<file path="src/rtl/dbus_decoder_if.sv">
// Data bus decoder types and the CPU-side bus interface.
// dbus_decoder_pkg holds the one-hot chip-select layout shared by the decoder and its bus.
package dbus_decoder_pkg;

  typedef struct packed {
    logic vga;
    logic irq;
    logic uart;
    logic switches;
    logic display;
    logic keyboard;
    logic vram;
    logic ram;
    logic bios;
  } chip_select_t;

  typedef enum logic [3:0] {
    DEV_BIOS     = 4'd0,
    DEV_RAM      = 4'd1,
    DEV_VRAM     = 4'd2,
    DEV_KEYBOARD = 4'd3,
    DEV_DISPLAY  = 4'd4,
    DEV_SWITCHES = 4'd5,
    DEV_UART     = 4'd6,
    DEV_IRQ      = 4'd7,
    DEV_VGA      = 4'd8
  } device_t;

  localparam int unsigned NUM_DEVICES = 9;

endpackage

interface dbus_decoder_if;
  import dbus_decoder_pkg::*;

  logic [31:0]      addr_i;
  logic             read_enable_i;
  logic [3:0]       write_enable_i;
  logic [8:0][31:0] dev_read_data_i;
  chip_select_t     chip_select_o;
  logic [31:0]      read_data_o;
  logic             read_valid_o;
  logic             bus_error_o;
  logic [31:0]      fault_addr_o;
  logic [7:0]       error_count_o;

  modport master (
    output addr_i, read_enable_i, write_enable_i, dev_read_data_i,
    input  chip_select_o, read_data_o, read_valid_o, bus_error_o,
           fault_addr_o, error_count_o
  );

  modport slave (
    input  addr_i, read_enable_i, write_enable_i, dev_read_data_i,
    output chip_select_o, read_data_o, read_valid_o, bus_error_o,
           fault_addr_o, error_count_o
  );

endinterface

</file>
<file path="src/rtl/dbus_decoder.sv">
// Data bus address decoder: one-hot chip selects, 1-cycle read steering, unmapped-access reporting.
// Define DBUS_FAULT_CAPTURE_EN to keep the faulting address and a saturating error count.
module dbus_decoder
  import dbus_decoder_pkg::*;
(
  input logic      clk_i,
  input logic      reset_ni,
  dbus_decoder_if.slave bus
);

  logic         access;
  logic         mapped;
  device_t      dev_sel;
  logic [8:0]   cs_vec;

  device_t      steer_q;
  logic         read_pending_q;
  logic         read_unmapped_q;
  logic         bus_error_q;
  logic [31:0]  read_hold_q;
  logic [31:0]  read_steered;

  assign access = bus.read_enable_i | (|bus.write_enable_i);

  // Region from the top nibble; the I/O region is subdecoded on addr[7:4] only.
  always_comb begin
    mapped  = 1'b0;
    dev_sel = DEV_BIOS;
    case (bus.addr_i[31:28])
      4'h0: begin mapped = 1'b1; dev_sel = DEV_BIOS; end
      4'h1: begin mapped = 1'b1; dev_sel = DEV_RAM;  end
      4'h2: begin mapped = 1'b1; dev_sel = DEV_VRAM; end
      4'hF: begin
        case (bus.addr_i[7:4])
          4'h0: begin mapped = 1'b1; dev_sel = DEV_KEYBOARD; end
          4'h1: begin mapped = 1'b1; dev_sel = DEV_DISPLAY;  end
          4'h2: begin mapped = 1'b1; dev_sel = DEV_SWITCHES; end
          4'h3: begin mapped = 1'b1; dev_sel = DEV_UART;     end
          4'h4: begin mapped = 1'b1; dev_sel = DEV_IRQ;      end
          4'h5: begin mapped = 1'b1; dev_sel = DEV_VGA;      end
          default: begin mapped = 1'b0; dev_sel = DEV_BIOS; end
        endcase
      end
      default: begin mapped = 1'b0; dev_sel = DEV_BIOS; end
    endcase
  end

  always_comb begin
    cs_vec = '0;
    for (int i = 0; i < NUM_DEVICES; i++) begin
      cs_vec[i] = access & mapped & (dev_sel == 4'(i));
    end
  end

  assign bus.chip_select_o = chip_select_t'(cs_vec);

  always_ff @(posedge clk_i or negedge reset_ni) begin
    if (!reset_ni) begin
      steer_q         <= DEV_BIOS;
      read_pending_q  <= 1'b0;
      read_unmapped_q <= 1'b0;
      bus_error_q     <= 1'b0;
      read_hold_q     <= '0;
    end else begin
      read_pending_q  <= bus.read_enable_i;
      read_unmapped_q <= bus.read_enable_i & ~mapped;
      bus_error_q     <= access & ~mapped;
      if (bus.read_enable_i && mapped) begin
        steer_q <= dev_sel;
      end
      if (read_pending_q) begin
        read_hold_q <= read_steered;
      end
    end
  end

  // Device data arrives the cycle after its select, so the mux is combinational on the registered index.
  always_comb begin
    read_steered = '0;
    if (!read_unmapped_q) begin
      case (steer_q)
        DEV_BIOS:     read_steered = bus.dev_read_data_i[0];
        DEV_RAM:      read_steered = bus.dev_read_data_i[1];
        DEV_VRAM:     read_steered = bus.dev_read_data_i[2];
        DEV_KEYBOARD: read_steered = bus.dev_read_data_i[3];
        DEV_DISPLAY:  read_steered = bus.dev_read_data_i[4];
        DEV_SWITCHES: read_steered = bus.dev_read_data_i[5];
        DEV_UART:     read_steered = bus.dev_read_data_i[6];
        DEV_IRQ:      read_steered = bus.dev_read_data_i[7];
        DEV_VGA:      read_steered = bus.dev_read_data_i[8];
        default:      read_steered = '0;
      endcase
    end
  end

  assign bus.read_data_o  = read_pending_q ? read_steered : read_hold_q;
  assign bus.read_valid_o = read_pending_q;
  assign bus.bus_error_o  = bus_error_q;

`ifdef DBUS_FAULT_CAPTURE_EN
  logic [31:0] fault_addr_q;
  logic [7:0]  error_count_q;

  always_ff @(posedge clk_i or negedge reset_ni) begin
    if (!reset_ni) begin
      fault_addr_q  <= '0;
      error_count_q <= '0;
    end else if (access && !mapped) begin
      fault_addr_q <= bus.addr_i;
      if (error_count_q != 8'hFF) begin
        error_count_q <= error_count_q + 8'd1;
      end
    end
  end

  assign bus.fault_addr_o  = fault_addr_q;
  assign bus.error_count_o = error_count_q;
`else
  logic unused_addr_bits;

  assign unused_addr_bits  = ^{bus.addr_i[27:8], bus.addr_i[3:0]};
  assign bus.fault_addr_o  = '0;
  assign bus.error_count_o = '0;
`endif

endmodule

</file>
<file path="src/flat_wrapper.sv">
// flat-port wrapper written by rule: the top's interface ports become plain ports
module dbus_decoder_flat import dbus_decoder_pkg::*;
  (clk_i, reset_ni, bus_addr_i, bus_read_enable_i, bus_write_enable_i, bus_dev_read_data_i, bus_chip_select_o, bus_read_data_o, bus_read_valid_o, bus_bus_error_o, bus_fault_addr_o, bus_error_count_o);
  dbus_decoder_if bus_i ();
  input logic clk_i;
  input logic reset_ni;
  input wire logic [$bits(bus_i.addr_i)-1:0] bus_addr_i;
  input wire logic [$bits(bus_i.read_enable_i)-1:0] bus_read_enable_i;
  input wire logic [$bits(bus_i.write_enable_i)-1:0] bus_write_enable_i;
  input wire logic [$bits(bus_i.dev_read_data_i)-1:0] bus_dev_read_data_i;
  output wire logic [$bits(bus_i.chip_select_o)-1:0] bus_chip_select_o;
  output wire logic [$bits(bus_i.read_data_o)-1:0] bus_read_data_o;
  output wire logic [$bits(bus_i.read_valid_o)-1:0] bus_read_valid_o;
  output wire logic [$bits(bus_i.bus_error_o)-1:0] bus_bus_error_o;
  output wire logic [$bits(bus_i.fault_addr_o)-1:0] bus_fault_addr_o;
  output wire logic [$bits(bus_i.error_count_o)-1:0] bus_error_count_o;
  assign bus_i.addr_i = bus_addr_i;
  assign bus_i.read_enable_i = bus_read_enable_i;
  assign bus_i.write_enable_i = bus_write_enable_i;
  assign bus_i.dev_read_data_i = bus_dev_read_data_i;
  assign bus_chip_select_o = bus_i.chip_select_o;
  assign bus_read_data_o = bus_i.read_data_o;
  assign bus_read_valid_o = bus_i.read_valid_o;
  assign bus_bus_error_o = bus_i.bus_error_o;
  assign bus_fault_addr_o = bus_i.fault_addr_o;
  assign bus_error_count_o = bus_i.error_count_o;
  dbus_decoder u_core (.clk_i(clk_i), .reset_ni(reset_ni), .bus(bus_i));
endmodule
</file>
<file path="config.mk">
export PLATFORM = sky130hd
export DESIGN_NAME = dbus_decoder_flat
export DESIGN_NICKNAME = d
export VERILOG_FILES = /design/src/rtl/dbus_decoder_if.sv /design/src/rtl/dbus_decoder.sv /design/src/flat_wrapper.sv
export SDC_FILE = /design/constraint.sdc
export NUM_CORES = 1
export LEC_CHECK = 0
export BUFFER_PORTS_ARGS = -buffer_cell sky130_fd_sc_hd__buf_2
export CAP_MARGIN = 20
export CORE_AREA = 2 2 159 161
export CTS_CLUSTER_DIAMETER = 200
export CTS_CLUSTER_SIZE = 16
export DETAILED_ROUTE_END_ITERATION = 7
export DIE_AREA = 0 0 161 163
export PLACE_DENSITY_LB_ADDON = 0.25
export SLEW_MARGIN = 0
export SYNTH_ARGS = -nofsm -noshare
export SYNTH_HDL_FRONTEND = slang
export SYNTH_SLANG_ARGS = --single-unit
</file>
<file path="constraint.sdc">
create_clock -name clk_i -period 2 [get_ports clk_i]
set_input_delay 0.4 -clock clk_i [delete_from_list [all_inputs] [get_ports clk_i]]
set_output_delay 0.4 -clock clk_i [all_outputs]
set_load 0.005 [all_outputs]
</file>
==> results.txt, run 1 <==
----------------------------------------------------
[Outcome]
  Status ... complete, but fails checks
  Violations in the final reports ... negative setup slack

[Routing]
  Highest layer used for signal routing ... met4
  Antenna Nets Post-Route ... 0
  Routed length per placed instance ... between 15 and 20 µm
  Detailed-router iteration count before antenna repair ... 4
  Overall via count from detail_route ... between 5000 and 6000
  Sum of routed wire segments on met1 ... roughly 10 mm
  Starting DRT DRC Count ... between 200 and 300
  Total met3 wirelength after detailed routing ... 1.33 mm
  Drt total wl ... 23.8 mm
  DRC Markers ... 0
  Per-cell via count in the routed design ... between 4 and 5
  Met2 Wirelength ... between 10 and 15 mm

[Clocking]
  Insertion delay of the later-clocked pin in the worst-skew pair ... around 0.3 ns
  Clock transition at the register clock pins on the worst setup and hold paths after CTS ... about 0.07 ns
  Root cell of the clock tree ... sky130_fd_sc_hd__clkbuf_16
  Maximum clock path buffer count ... 2
  Clock tree from TritonCTS ... done
  Sinks on the clock net ... 39
  Cts hold-fix bufs ... 0
  Total CTS buffers ... 5
  CTS HTree Levels ... 2

[Worst setup path]
  Required time of the critical path ... roughly 1.6 ns
  Startpoint class of the critical path ... register
  Delay of the slowest cell on the worst path ... between 0.4 and 0.5 ns
  Biggest fanout along the worst timing path ... 6
  Critical-path cell list ... buf_6 > or3_1 > a21o_4 > o32a_1 > o21ai_0 > buf_2
  Arrival time of the worst setup path ... roughly 2.2 ns
  Cell type group with the largest total delay on the critical path ... compound AO/OA/AOI/OAI gates
  Total buffers and inverters traversed by the critical path ... 2
  Setup CP Type ... register to output pin
  Slowest stage cell on the critical path ... sky130_fd_sc_hd__dfrtp_2
  Kind of end point of the critical path ... output pin

[Power]
  Static power due to leakage ... between 3 and 4 nW
  Power per Cell Area ... just under 500 mW/mm²
  Peak supply drop ... about 0.23 mV
  Post-layout total power ... roughly 3.8 mW

[Cells and area]
  Commonest non-fill, non-tap cell in the layout ... sky130_fd_sc_hd__buf_2
  Ratio of cells with drive above 1 in the final layout ... about three fifths
  Non-filler instance count after layout ... 1270
  Commonest non-fill, non-tap cells in the layout ... 342 x sky130_fd_sc_hd__buf_2, 73 x sky130_fd_sc_hd__buf_4, 41 x sky130_fd_sc_hd__nor2_1, 40 x sky130_fd_sc_hd__conb_1
  Synthesis-to-layout area growth ... 84.1%
  Final Net Count ... ~1300
  Final design utilization ... a little under a third

[STA]
  Period utilization ... 129%
  Setup violators final ... 34
  Slew headroom ... between 60 and 70%
  Clock Skews ... ~0.0052 ns
  Max Clk Rate ... 386 MHz
  Max-slew violations ... 0
  Unrepaired setup endpoints after global routing ... yes
  Worst-case setup margin in the final layout ... -0.590 ns
  Fin Setup TNS ... -16.04 ns
  Count of final hold-check violations ... 0
  Final hold slack ... approximately 0.076 ns
  Final critical-path required period ... roughly 2.6 ns
  Transition at the pin with the smallest max-transition slack ... roughly 0.53 ns

[GRT]
  Total routing usage reported by global routing ... 17.2%
  First-pass GRT wire length ... between 30 and 40 mm
  Remaining global-route overflow ... 0
  Pin count of the biggest net entering global routing ... 34
  Number of global-route vias before repair ... 5758
  Number of antenna violations at the first check in global routing ... 2

[Die]
  Die width ... around 160 µm
  Vert. Die Dim ... 163 µm
  Count of pins on the block boundary ... 410
  Area of the die ... around 0.026 mm²
  Starting density of the core ... 17.3%
  Count of standard-cell rows ... 58
  Area of the placeable core ... 0.0247 mm²

[Min path]
  Worst hold path class ... input pin to async pin

[Placement]
  Total placed cells including tap cells ... ~1200
  Global placement routability congestion ... ~0.83
  Post-DP HPWL ... approximately 20 mm
  Quantity of I/O buffers inserted on ports ... 345

[Yosys]
  Most used DFF post-synth ... sky130_fd_sc_hd__dfrtp_1
  Post-synthesis sequential element count ... 39
  Post-synthesis cell area ... 0.00428 mm²
  Number of enable flip-flop cells after synthesis ... 0
  Cells after synthesis ... between 500 and 600
  Sequential element share of the synthesized area ... roughly 23%
  Fraction of registers with async set or reset after synthesis ... 100%
  Count of unique library cells instantiated by Yosys ... 48
  Number of synthesis warnings ... 0
  Average footprint of a synthesized cell ... roughly 8.2 µm²

[Job]
  Reported max-cap violation count ... 0

----------------------------------------------------
==> final timing paths <==
check	from	endpoint	slack, ns	depth (start not counted)
min reg2reg	u_core.read_hold_q[8]	u_core.read_hold_q[8]	0.49	2
max	u_core.steer_q[2]	bus_read_data_o[12]	-0.59	6
min	reset_ni	u_core.read_hold_q[15]	0.08	1
max in group asynchronous	reset_ni	u_core.bus.read_valid_o	1.40	2
min in group clk_i	bus_read_enable_i	u_core.bus.read_valid_o	0.28	1
max reg2reg	u_core.steer_q[1]	u_core.read_hold_q[26]	-0.01	10
==> cell families (layout without fill, tap and decap cells) <==
kind of cell / Yosys count / count (layout) / synth area share [%]
flops: 39 / 39 / 22.8
simple gates: 122 / 122 / 14.0
other cells: 1 / 42 / 0.0876
compound gates: 191 / 191 / 33.1
mux: 51 / 51 / 14.7
buf+inv: 115 / 495 / 15.2
==> synth_stat cells (all sizes together), types with 12 or more instances <==
master / number / area, µm²
inv: 30 / 113
a22oi: 57 / 443
nor3: 19 / 100
nand2: 17 / 63.8
a21oi: 17 / 85.1
dfrtp: 39 / 976
nor2: 46 / 178
o22ai: 31 / 194
clkbuf: 13 / 48.8
mux2i: 37 / 370
buf: 72 / 490
a2111oi: 12 / 143
o21ai: 22 / 110
==> power breakdown <==
part | internal (mW) | leakage, nW | switching (mW)
clock | 0.462 | 0.0679 | 0.350
sequential | 0.916 | 0.500 | 0.0425
combinational | 1.09 | 3.06 | 0.945
==> stage by stage <==
stage,setup WS (ns),cell area [µm²]
after floorplan,0.00858,4430
after global placement,-0.454,6870
after detailed placement,-0.495,6870
after CTS,-0.596,7460
after global routing,-0.660,7880
final,-0.590,7880
==> flip-flops by register name, indices dropped and copies added (netlist names) <==
name	count
u_core.read_hold_q	32
u_core.bus.bus_error_o	1
u_core.bus.read_valid_o	1
u_core.steer_q	4
u_core.read_unmapped_q	1
==> layer usage <==
metal / vias up / GRT usage (%)
li1: 2736 / -
met1: 2749 / 21.1
met2: 203 / 31.4
met3: 14 / 3.21
met4: 0 / 3.33
met5: - / 0
==> what timing repair did <==
action,4_1_cts,5_1_grt
resized for setup,77,70
gates cloned,1,1
pin swaps,12,46
setup endpoints to repair,45,49
buffers inserted,13,12
==> cell type report <==
cell class | instances | area (µm²)
clock inverter | 1 | 5.00
multi-input combinational | 404 | 3290
timing repair buffer | 457 | 2940
antenna | 2 | 5.00
sequential | 39 | 980
inverter | 30 | 113
clock buffer | 7 | 133
fill | 2667 | 16800
tap | 330 | 413
Power figures use the tool's default switching activity.
==> run 2, diff against run 1 <==
Settings changed: ABC_AREA set to 1, CORE_AREA 2 2 159 161 to 2 2 161 163, DIE_AREA 0 0 161 163 to 0 0 163 165.
==> results.txt, run 2 <==
----------------------------------------------------
[Outcome]
  Status ... complete, but fails checks
  Violations in the final reports ... negative setup slack

[GRT]
  Pin count of the biggest net entering global routing ... between 60 and 70
  Global routing met1 resource utilization ... about a fifth
  Layer with the highest usage ... met2
  Number of antenna violations at the first check in global routing ... 1
  Remaining global-route overflow ... 0
  GR met3 Demand/Resource ... 3.26%
  Number of global-route vias before repair ... just over 6000
  Total routing usage reported by global routing ... ~16%
  GRT met2 Usage ... ~28%
  First-pass GRT wire length ... approximately 33 mm

[Power]
  Power per Cell Area ... around 460 mW/mm²
  Static power due to leakage ... ~4.4 nW
  Peak supply drop ... approximately 0.26 mV

[Worst setup path]
  Delay of the slowest cell on the worst path ... 0.46 ns
  Arrival time of the worst setup path ... 1.88 ns
  Reg-to-reg endpoint ... u_core.read_hold_q[16]
  Worst R2R Start ... u_core.steer_q[3]
  Worst setup slack for register-to-register paths ... about 0.37 ns
  Critical-path cell list ... nor2_4 > buf_4 > buf_4 > nand3_1 > nand2_1 > nor2_1 > nand3_1 > nand2_1 > nand2_1 > buf_2
  Total buffers and inverters traversed by the critical path ... 3
  Cell type group with the largest total delay on the critical path ... buffers and inverters
  Depth of the worst register-to-register path ... 11
  Startpoint class of the critical path ... register
  Setup crit start ... u_core.steer_q[1]
  Most Frequent Cell on Critical Path ... sky130_fd_sc_hd__nand2_1
  Biggest fanout along the worst timing path ... 14
  Kind of end point of the critical path ... output pin
  Slowest stage cell on the critical path ... sky130_fd_sc_hd__dfrtp_2
  Setup CP Type ... register to output pin
  End point of the critical path ... bus_read_data_o[13]
  Critical path depth ... 10
  Required time of the critical path ... between 1.5 and 2 ns

[Clocking]
  Maximum clock path buffer count ... 2
  Root cell of the clock tree ... sky130_fd_sc_hd__clkbuf_16
  Insertion delay of the later-clocked pin in the worst-skew pair ... about 0.29 ns
  CTS HTree Levels ... 2
  Sinks on the clock net ... 39
  Clock transition at the register clock pins on the worst setup and hold paths after CTS ... 0.06 ns
  Clock tree from TritonCTS ... done
  Cts hold-fix bufs ... 0
  Total CTS buffers ... 5

[Routing]
  Detailed-router iteration count before antenna repair ... 5
  Routed length per placed instance ... between 15 and 20 µm
  Overall via count from detail_route ... roughly 7000
  Starting DRT DRC Count ... around 440
  Per-cell via count in the routed design ... 4.50
  Antenna Nets Post-Route ... 0
  Drt total wl ... around 24 mm
  DRC Markers ... 0

[Placement]
  Placed Instance Area ... 0.00692 mm²
  Global placement routability congestion ... between 0.8 and 0.9
  Post-DP HPWL ... 17.7 mm
  Total placed cells including tap cells ... about 1500
  Quantity of I/O buffers inserted on ports ... ~350

[Cells and area]
  Final Net Count ... 1514
  Non-Filler Cell Area, Final ... roughly 0.0075 mm²
  Diodes inserted ... 0
  Non-filler instance count after layout ... around 1500
  Commonest non-fill, non-tap cell in the layout ... sky130_fd_sc_hd__buf_2
  Ratio of cells with drive above 1 in the final layout ... roughly 39%
  Synthesis-to-layout area growth ... 64.1%
  Commonest non-fill, non-tap cells in the layout ... 345 x sky130_fd_sc_hd__buf_2, 288 x sky130_fd_sc_hd__nand3_1, 269 x sky130_fd_sc_hd__nand2_1, 72 x sky130_fd_sc_hd__nor2_1, 42 x sky130_fd_sc_hd__buf_4
  Max reg flops ... 32
  Final design utilization ... between 20% and 30%
  Registers with the highest flip-flop counts ... u_core.read_hold_q: 32 flops, u_core.steer_q: 4 flops
  Register containing the most flip-flops in the final layout ... u_core.read_hold_q

[Yosys]
  Post-synthesis sequential element count ... 39
  Synth area leaders ... sky130_fd_sc_hd__nand3_1 32%, sky130_fd_sc_hd__nand2_1 23%, sky130_fd_sc_hd__dfrtp_1 21%
  Cell type with the largest total area after synthesis ... sky130_fd_sc_hd__nand3_1
  Complex-gate fraction of the synthesized area ... between 1 and 1.5%
  Area share of the largest cell type after synthesis ... between 30% and 40%
  List of most frequent post-synthesis cells ... 290 x sky130_fd_sc_hd__nand3_1, 277 x sky130_fd_sc_hd__nand2_1, 87 x sky130_fd_sc_hd__nor2_1
  Parity-gate share of the synthesized area counting xor and xnor cells ... less than 1%
  Cell with the most instances after synthesis ... sky130_fd_sc_hd__nand3_1
  Number of synthesis warnings ... 0
  Number of enable flip-flop cells after synthesis ... 0
  Most used DFF post-synth ... sky130_fd_sc_hd__dfrtp_1
  Synthesized-area fraction occupied by and/or/nand/nor cells ... 62.7%
  Sequential element share of the synthesized area ... 21.4%
  Average footprint of a synthesized cell ... 5.52 µm²
  Fraction of registers with async set or reset after synthesis ... between 90% and 100%
  Post-synthesis adder-cell area fraction ... 0%
  Count of unique library cells instantiated by Yosys ... 18
  Cells after synthesis ... between 800 and 900
  Proportion of synthesized area in mux cells ... 0%
  Post-synthesis cell area ... ~0.0046 mm²
  Largest family of logic cells by synthesized area ... simple AND/OR/NAND/NOR gates

[STA]
  Max Clk Rate ... 438 MHz
  Period utilization ... 114%
  Clock Skews ... roughly 0.0029 ns
  Worst-case setup margin in the final layout ... -0.282 ns
  Setup violators final ... 32
  Final critical-path required period ... approximately 2.3 ns
  Fin Setup TNS ... -7.96 ns
  Max-slew violations ... 0
  Unrepaired setup endpoints after global routing ... yes
  Count of final hold-check violations ... 0
  Final hold slack ... between 0.07 and 0.08 ns

[Die]
  Starting density of the core ... between 10% and 20%
  Count of pins on the block boundary ... a little over 400
  Area of the placeable core ... 0.0250 mm²
  Count of standard-cell rows ... slightly below 60
  Vert. Die Dim ... roughly 170 µm
  Die width ... 163 µm
  Area of the die ... ~0.027 mm²

[Min path]
  Worst hold path class ... input pin to async pin

[Job]
  Reported max-cap violation count ... 0

----------------------------------------------------
==> run 2: cell count changes after synthesis, sizes merged, moves of 19 or more <==
cell | before | now
a22oi | 57 | 0
buf | 72 | 93
mux2i | 37 | 0
nand2 | 17 | 277
nand3 | 1 | 290
nor2 | 46 | 90
nor3 | 19 | 0
o22ai | 31 | 0
==> run 2: worst register-to-register path: cells and delay by family (launching register included) <==
kind          cells  cell delay, ns
flops             1            0.43
simple gates      7            0.54
buf+inv           4            0.54
==> run 2: routing by layer <==
metal  vias up  share of wire, %
met3        32               8.2
li1       3362                 -
met4         2               1.8
met1      3109                43
met2       329                47
met5         -             0.053
==> run 2: kinds of logic (layout without fill, tap and decap cells) <==
family	count (synthesis)	count (layout)
AO/OA/AOI/OAI	9	9
XOR/XNOR	2	2
buffers and inverters	115	440
flip-flops	39	39
other	1	40
AND/OR/NAND/NOR	658	658
==> run 2: stage by stage <==
stage	total power, mW	worst slack (ns)
2_1_floorplan	1.62	0.269
4_1_cts	3.39	-0.301
6_report	3.42	-0.282
3_5_place_dp	2.41	-0.0137
5_1_grt	3.65	-0.394
3_3_place_gp	2.41	-0.0101
==> run 2: power breakdown <==
group	switching (mW)	internal [mW]	total, mW
Clock	0.328	0.532	0.859
Combinational	0.881	0.754	1.63
Sequential	0.0351	0.893	0.928
==> run 2: worst min path at each step <==
stage              from                      to  slack [ns]  depth (start not counted)
2_1_floorplan  reset_ni  u_core.bus.bus_error_o        0.10                          0
3_3_place_gp   reset_ni  u_core.read_hold_q[15]        0.39                          1
3_5_place_dp   reset_ni  u_core.read_hold_q[15]        0.40                          1
4_1_cts        reset_ni  u_core.read_hold_q[15]        0.08                          1
5_1_grt        reset_ni  u_core.read_hold_q[15]         0.1                          1
6_report       reset_ni  u_core.read_hold_q[15]        0.07                          1
==> run 2: final cells by class <==
class	instances	area [µm²]
inverters	14	52.6
clock buffers	8	156
multi-input cells	709	3170
repair buffers	418	2690
flip-flops and latches	39	981
fillers	2908	17600
well taps	330	413
==> run 2: repair_timing <==
item / in CTS / in global routing
gates cloned: 4 / 6
pin swaps: 2 / 7
buffers inserted: 3 / 4
hold endpoints to repair: 0 / 0
gates resized for setup: 14 / 22
setup endpoints to repair: 32 / 38
